<file path="src/rtl/alu_share_arbiter.sv">
// ============================================================================
//  Module   : alu_share_arbiter
//  Purpose  : Round-robin sharing of one combinational ALU between two
//             requesters, with a 1-deep registered response buffer each.
//  Revision : 1.0  initial release
// ============================================================================
`default_nettype none

module alu_share_arbiter #(
  parameter int DATA_WIDTH    = 32,
  parameter int OPCODE_LENGTH = 4,
  parameter int TAG_WIDTH     = 4,
  parameter int CNT_WIDTH     = 16
) (
  input  logic                     clk,
  input  logic                     reset,
  input  logic [1:0]               req_valid,
  output logic [1:0]               req_ready,
  input  logic [OPCODE_LENGTH-1:0] req_op0,
  input  logic [OPCODE_LENGTH-1:0] req_op1,
  input  logic [DATA_WIDTH-1:0]    req_a0,
  input  logic [DATA_WIDTH-1:0]    req_a1,
  input  logic [DATA_WIDTH-1:0]    req_b0,
  input  logic [DATA_WIDTH-1:0]    req_b1,
  input  logic [TAG_WIDTH-1:0]     req_tag0,
  input  logic [TAG_WIDTH-1:0]     req_tag1,
  output logic [OPCODE_LENGTH-1:0] alu_op,
  output logic [DATA_WIDTH-1:0]    alu_a,
  output logic [DATA_WIDTH-1:0]    alu_b,
  input  logic [DATA_WIDTH-1:0]    alu_result,
  output logic [1:0]               rsp_valid,
  input  logic [1:0]               rsp_ready,
  output logic [DATA_WIDTH-1:0]    rsp_data0,
  output logic [DATA_WIDTH-1:0]    rsp_data1,
  output logic [TAG_WIDTH-1:0]     rsp_tag0,
  output logic [TAG_WIDTH-1:0]     rsp_tag1,
  output logic [CNT_WIDTH-1:0]     contention_cnt
);

  logic [1:0]               w_elig;
  logic [1:0]               w_grant;
  logic                     r_prio;
  logic [1:0]               r_rsp_valid;
  logic [DATA_WIDTH-1:0]    r_rsp_data0;
  logic [DATA_WIDTH-1:0]    r_rsp_data1;
  logic [TAG_WIDTH-1:0]     r_rsp_tag0;
  logic [TAG_WIDTH-1:0]     r_rsp_tag1;
  logic [CNT_WIDTH-1:0]     r_cnt;

  // A buffer that drains this cycle may be refilled in the same cycle.
  always_comb begin
    w_elig[0] = req_valid[0] && (!r_rsp_valid[0] || rsp_ready[0]);
    w_elig[1] = req_valid[1] && (!r_rsp_valid[1] || rsp_ready[1]);
    w_grant   = 2'b00;
    if (reset) begin
      w_grant = 2'b00;
    end else if (&w_elig) begin
      w_grant = r_prio ? 2'b10 : 2'b01;
    end else begin
      w_grant = w_elig;
    end
  end

  always_comb begin
    alu_op = '0;
    alu_a  = '0;
    alu_b  = '0;
    if (w_grant[0]) begin
      alu_op = req_op0;
      alu_a  = req_a0;
      alu_b  = req_b0;
    end else if (w_grant[1]) begin
      alu_op = req_op1;
      alu_a  = req_a1;
      alu_b  = req_b1;
    end
  end

  always_ff @(posedge clk) begin
    if (reset) begin
      r_prio      <= 1'b0;
      r_rsp_valid <= 2'b00;
      r_rsp_data0 <= '0;
      r_rsp_data1 <= '0;
      r_rsp_tag0  <= '0;
      r_rsp_tag1  <= '0;
      r_cnt       <= '0;
    end else begin
      // Favour whoever lost this cycle, giving strict alternation under contention.
      if (w_grant[0]) begin
        r_prio <= 1'b1;
      end else if (w_grant[1]) begin
        r_prio <= 1'b0;
      end

      if (w_grant[0]) begin
        r_rsp_data0    <= alu_result;
        r_rsp_tag0     <= req_tag0;
        r_rsp_valid[0] <= 1'b1;
      end else if (rsp_ready[0]) begin
        r_rsp_valid[0] <= 1'b0;
      end

      if (w_grant[1]) begin
        r_rsp_data1    <= alu_result;
        r_rsp_tag1     <= req_tag1;
        r_rsp_valid[1] <= 1'b1;
      end else if (rsp_ready[1]) begin
        r_rsp_valid[1] <= 1'b0;
      end

      if ((&w_elig) && (r_cnt != '1)) begin
        r_cnt <= r_cnt + CNT_WIDTH'(1);
      end
    end
  end

  assign req_ready      = w_grant;
  assign rsp_valid      = r_rsp_valid;
  assign rsp_data0      = r_rsp_data0;
  assign rsp_data1      = r_rsp_data1;
  assign rsp_tag0       = r_rsp_tag0;
  assign rsp_tag1       = r_rsp_tag1;
  assign contention_cnt = r_cnt;

endmodule

`default_nettype wire

</file>
<file path="config.mk">
export PLATFORM = sky130hd
export DESIGN_NAME = alu_share_arbiter
export DESIGN_NICKNAME = d
export VERILOG_FILES = /design/src/rtl/alu_share_arbiter.sv
export SDC_FILE = /design/constraint.sdc
export NUM_CORES = 1
export LEC_CHECK = 0
export BUFFER_PORTS_ARGS = -buffer_cell sky130_fd_sc_hd__buf_2
export CELL_PAD_IN_SITES_DETAIL_PLACEMENT = 1
export CELL_PAD_IN_SITES_GLOBAL_PLACEMENT = 1
export CORE_AREA = 2 2 134 136
export CTS_CLUSTER_DIAMETER = 50
export DETAILED_ROUTE_END_ITERATION = 10
export DIE_AREA = 0 0 136 138
export PLACE_DENSITY_LB_ADDON = 0.1
export SYNTH_ARGS = -nofsm -noshare
export SYNTH_HDL_FRONTEND = slang
export SYNTH_SLANG_ARGS = --single-unit
</file>
<file path="constraint.sdc">
create_clock -name clk -period 2.8 [get_ports clk]
set_input_delay 0.56 -clock clk [delete_from_list [all_inputs] [get_ports clk]]
set_output_delay 0.56 -clock clk [all_outputs]
set_load 0.005 [all_outputs]
</file>
# Yosys cells after proc, flatten, opt, wreduce, memory -nomap -nowiden
# Index checks and enable logic that the tools add are counted.
# W data, S select, Z words.
dict set report word_totals {
  regBits 91
  latch_bits 0
  mem_bits_rw 0
  mem_bits_ro 0
  in_bits 182
  out_inout_bits 160
  word_cells 36
  n_memories 0
}
dict set report classes {
  add_sub_neg 1
  n_mul 0
  div 0
  order_cmp 0
  n_eq_ne 1
  shift 0
  n_mux 15
  n_bitwise 0
  reduce_logical 11
}
# cell count
set op_table {}
lappend op_table {{$mux W32} 4}
lappend op_table {{$add A16 B1 Y16 const B} 1}
lappend op_table {{$ne A16 B16 Y1 const B} 1}
lappend op_table {{$mux W4} 2}
lappend op_table {{$mux W1} 6}
lappend op_table {{$mux W2} 3}
lappend op_table {{$reduce_bool A2 Y1} 3}
lappend op_table {{$logic_and A1 B1 Y1} 3}
lappend op_table {{$logic_not A1 Y1} 2}
lappend op_table {{$logic_or A1 B1 Y1} 2}
lappend op_table {{$reduce_and A2 Y1} 1}

# Longest topological paths before layout
dict set report logic_depth {
  word_depth 8
  depth_mapped 8
  ltp_nobuf 6
}

# Worst setup path after synthesis
# OpenSTA, ideal clock, no wires.
dict set report synth_path {
  path_kind {input to output}
  from {in rsp_ready[1]}
  to {out alu_op[1]}
  arrival_ns 1.651
  required_time_ns 2.240
  path_slack_ns 0.589
  cell_stages 6
  path_buffers 2
  cell_sequence {nand2b_2 > and3_4 > nor3_4 > buf_4 > buf_4 > a22o_1}
}
dict set report synth_via {
  elab_chain_cells 7
}
# item line
set synth_lines {}
lappend synth_lines {{from (decl)} 32} ;# input logic [1:0] rsp_ready,
lappend synth_lines {{$logic_or A1 B1 Y1 *} 53} ;# w_elig[1] = req_valid[1] && (!r_rsp_valid[1] || rsp_ready[1]);
lappend synth_lines {{$logic_and A1 B1 Y1 *} 53}
lappend synth_lines {{$reduce_and A2 Y1} 57} ;# end else if (&w_elig) begin
lappend synth_lines {{$mux W2 *} 57}
lappend synth_lines {{$mux W2 *} 55} ;# if (reset) begin
lappend synth_lines {{$mux W4} 72} ;# end else if (w_grant[1]) begin
lappend synth_lines {{$mux W4 *} 68} ;# if (w_grant[0]) begin
lappend synth_lines {{to (decl)} 27} ;# output logic [OPCODE_LENGTH-1:0] alu_op,
# Mark *: on every way between the ends. The rest lies on a longest branch, timed or not.

# Worst setup path in the final report
dict set report layout_path {
  from {in rsp_ready[1]}
  to {out alu_a[7]}
}
dict set report layout_via {
  elab_chain_cells 7
}
# item line
set layout_lines {}
lappend layout_lines {{$logic_or A1 B1 Y1 *} 53}
lappend layout_lines {{$logic_and A1 B1 Y1 *} 53}
lappend layout_lines {{$reduce_and A2 Y1} 57}
lappend layout_lines {{$mux W2 *} 57}
lappend layout_lines {{$mux W2 *} 55}
lappend layout_lines {{$mux W32} 72}
lappend layout_lines {{$mux W32 *} 68}
lappend layout_lines {{to (decl)} 28} ;# output logic [DATA_WIDTH-1:0] alu_a,
# Marks and branches as above.

==> flow_metrics.py <==
metrics = {
    "clock_network": {
        "ctsHoldBuffers": 0,
        "postCtsSetupBuffers": 0,
        "cts_root_buf": "clkbuf_16",
        "clock_latency_ns": 0.35,
        "clockBufferDepth": 2,
        "numClockSinks": 91,
        "cts_buffers": 9,
        "cts-resized-gates": 0,
        "htreeDepth": 3,
        "path_clk_slew_ns": 0.07,
        "cts_tree": "built",
    },
    "run": {
        "cap_violations": 0,
    },
    "floorplan": {
        "start_util_pct": 24.27,
        "fp-row-count": 49,
        "die-area_sq_um": 18770,
        "die_w_um": 136,
        "core_area_sq_um": 17530,
        "io_pins": 342,
        "die_height_um": 138,
    },
    "synthesis": {
        "syn-instance-count": 513,
        "yosysMostFrequentCell": "nand2_1",
        "syn_area_per_cell_sq_um": 8.295,
        "yosysTopAreaCellShare_pct": 42.81,
        "mappedNetlistArea_sq_um": 4255,
        "postSynthNetCount": 696,
        "yosys-top-cells-area": "dfxtp_1 (43%), a22o_1 (14%), nand2_1 (13%)",
        "ys_async_sr_fraction_pct": 0,
        "synth_common_cells": "nand2_1 (150), dfxtp_1 (91), a22o_1 (68)",
        "yosys_most_used_dff": "dfxtp_1",
        "ys_types": 41,
        "yosysTopAreaCell": "dfxtp_1",
        "synth-seq-cells": 91,
        "synth_edf_count": 0,
        "yosysWarnings": 0,
        "seq_area_frac_synth_pct": 42.81,
    },
    "setup_path": {
        "critPathKind": "primary input to output port",
        "reg2reg_depth": 7,
        "path_cells": "buf_2 > nand2b_2 > and3_4 > nor3_4 > buf_12 > a22o_1 > buf_2",
        "rr_endpoint": "rsp_tag1[2]",
        "worst-path-max-fanout": 56,
        "cp.required_ns": 2.24,
        "reg2reg_slack_ns": 1.00,
        "start_kind": "primary input",
        "crit_top_cell": "buf_2",
        "crit_path_end_kind": "output port",
        "slowest_delay_ns": 0.29,
        "arrival_ns": 1.98,
        "worstReg2RegStart": "rsp_valid[0]",
        "critical_path.slowest_cell": "buf_12",
    },
    "min_path": {
        "hold_start": "req_tag0[0]",
        "hold_depth": 3,
        "hold_path_end": "rsp_tag0[0]",
        "hold_class": "primary input to flop",
    },
    "global_routing": {
        "antenna_found_initial": 6,
        "grt_max_degree": 70,
        "grt_pass1_wl_um": 31760,
        "first_global_vias": 5447,
        "grt_overflow": 0,
        "grt_usage_pct": 22.29,
    },
    "power": {
        "finalPower_mw": 3.455,
        "power_frac_comb_pct": 19.2,
        "swShare_pct": 27.75,
        "seq_power_share_pct": 40.9,
        "p_int_mw": 2.496,
        "power.switching_uw": 958.6,
        "powerDensity_nw_per_um2": 529.1,
        "clkPwrFrac_pct": 39.9,
        "leakage_nw": 3.335,
        "irDropWorstVdd_uv": 377.9,
    },
    "finish": {
        "fill_cells": 2224,
        "area_growth_pct": 53.43,
        "nNetsFinal": 1016,
        "seq_area_sq_um": 1822,
        "multiInputGateArea_sq_um": 2227,
        "drive_above_1_share_pct": 46.06,
    },
    "timing": {
        "max-slew-margin-rel_pct": 53.09,
        "min_period_ns": 2.545,
        "rsz0062_at_grt": "no",
        "fin_setup_tns_ns": 0,
        "period_share_pct": 90.89,
        "fmax_ghz": 0.3929,
        "setup_violations": 0,
        "worst_clock_skew_ns": 0.01044,
        "drv_slew": 0,
        "hold_viol": 0,
        "tightestPinTransition_ns": 0.7027,
    },
    "routing": {
        "ant_nets": 0,
        "drc_errors": 0,
        "drtIter0Drc": 149,
        "wire_per_inst_um": 19.70,
        "avgViaCountPerCell": 4.844,
        "routed-via-count": 5188,
        "routed_wirelength_um": 21100,
        "firstDrtPassIters": 4,
    },
    "place": {
        "port_buffers": 341,
        "dp_hpwl_um": 16560,
        "place.gp.congestion": 0.9119,
    },
    "run_status": {
        "status": "completed",
    },
}
## cells by family after synthesis
kind of cell | share of synthesized area, %
fa+ha+maj | 0.2940
compound gates | 27.05
flops | 42.81
xor+xnor | 2.058
simple gates | 22.49
buf+inv | 5.292
## through the flow
step	util [%]	cell area [sq um]	std cells	hold slack, ns	worst slack, ns
after floorplan	-	4255	513	0.4527	0.5894
after global placement	35.27	6185	1051	0.4395	0.3030
after detailed placement	35.27	6185	1051	0.4449	0.2471
after CTS	37.18	6519	1067	0.3820	0.2377
after global routing	37.22	6526	1070	0.4064	0.1799
final	37.23	6529	1071	0.3948	0.2551
## cell usage in the layout, fill, tap and decap left out, types with 2 or more instances in the layout
master and n:
bufinv_16 2, buf_12 3, buf_2 341, nand2_1 150, and2_1 3, a22o_1 68
o211ai_1 36, buf_4 9, a21oi_1 40, clkinvlp_4 2, nand4_1 5, xnor2_1 10
o21ai_0 2, nor3_1 7, clkbuf_16 9, a31oi_1 2, nor4_2 2, nor4_1 3
or2_4 2, nand4_4 2, diode_2 4, nand3_1 6, nor2_1 17, dfxtp_1 91
inv_1 3
## how the worst max path moves through the flow
stage	from	slack, ns	cells past startpoint	to
5_1_grt	rsp_ready[1]	0.18	7	alu_b[2]
4_1_cts	rsp_ready[1]	0.24	7	alu_b[2]
3_3_place_gp	rsp_ready[1]	0.30	7	alu_b[2]
3_5_place_dp	rsp_ready[1]	0.25	7	alu_b[2]
2_1_floorplan	rsp_ready[1]	0.59	6	alu_op[1]
6_report	rsp_ready[1]	0.26	7	alu_a[7]
## power by group through the flow
stage | sequential [mW] | combinational, mW | clock (mW)
floorplan | 1.44 | 0.280 | 0
global placement | 1.44 | 0.660 | 0
detailed placement | 1.44 | 0.673 | 0
CTS | 1.41 | 0.675 | 1.42
global route | 1.42 | 0.730 | 1.48
finish | 1.41 | 0.664 | 1.38
## worst max-delay path, delay by kind of cell
family          cells  cell delay [ns]
compound gates      1             0.19
buf+inv             3             0.49
simple gates        3             0.70
## area by class of cell
cell class              count  share of cell area (%)
well taps                 229                   4.389
diodes                      4                  0.1533
inverters                   4                  0.2300
clock inverters             6                   1.456
multi-input cells         374                   34.11
flip-flops and latches     91                   27.90
repair buffers            353                   28.10
clock buffers              10                   3.660
## routing by layer
metal | GRT usage (%) | vias up | wire length [um]
met5 | 0 | - | 27
met4 | 10.03 | 4 | 705
met3 | 4.547 | 31 | 1028
met2 | 42.11 | 181 | 11610
met1 | 23.26 | 2491 | 7725
li1 | - | 2481 | -
## registers in the layout, summed over array words and instances, names as in the netlist
signal	count
rsp_data0	32
rsp_tag1	4
rsp_tag0	4
contention_cnt	16
rsp_data1	32
r_prio	1
rsp_valid	2
(Power assumes the default switching activity.)
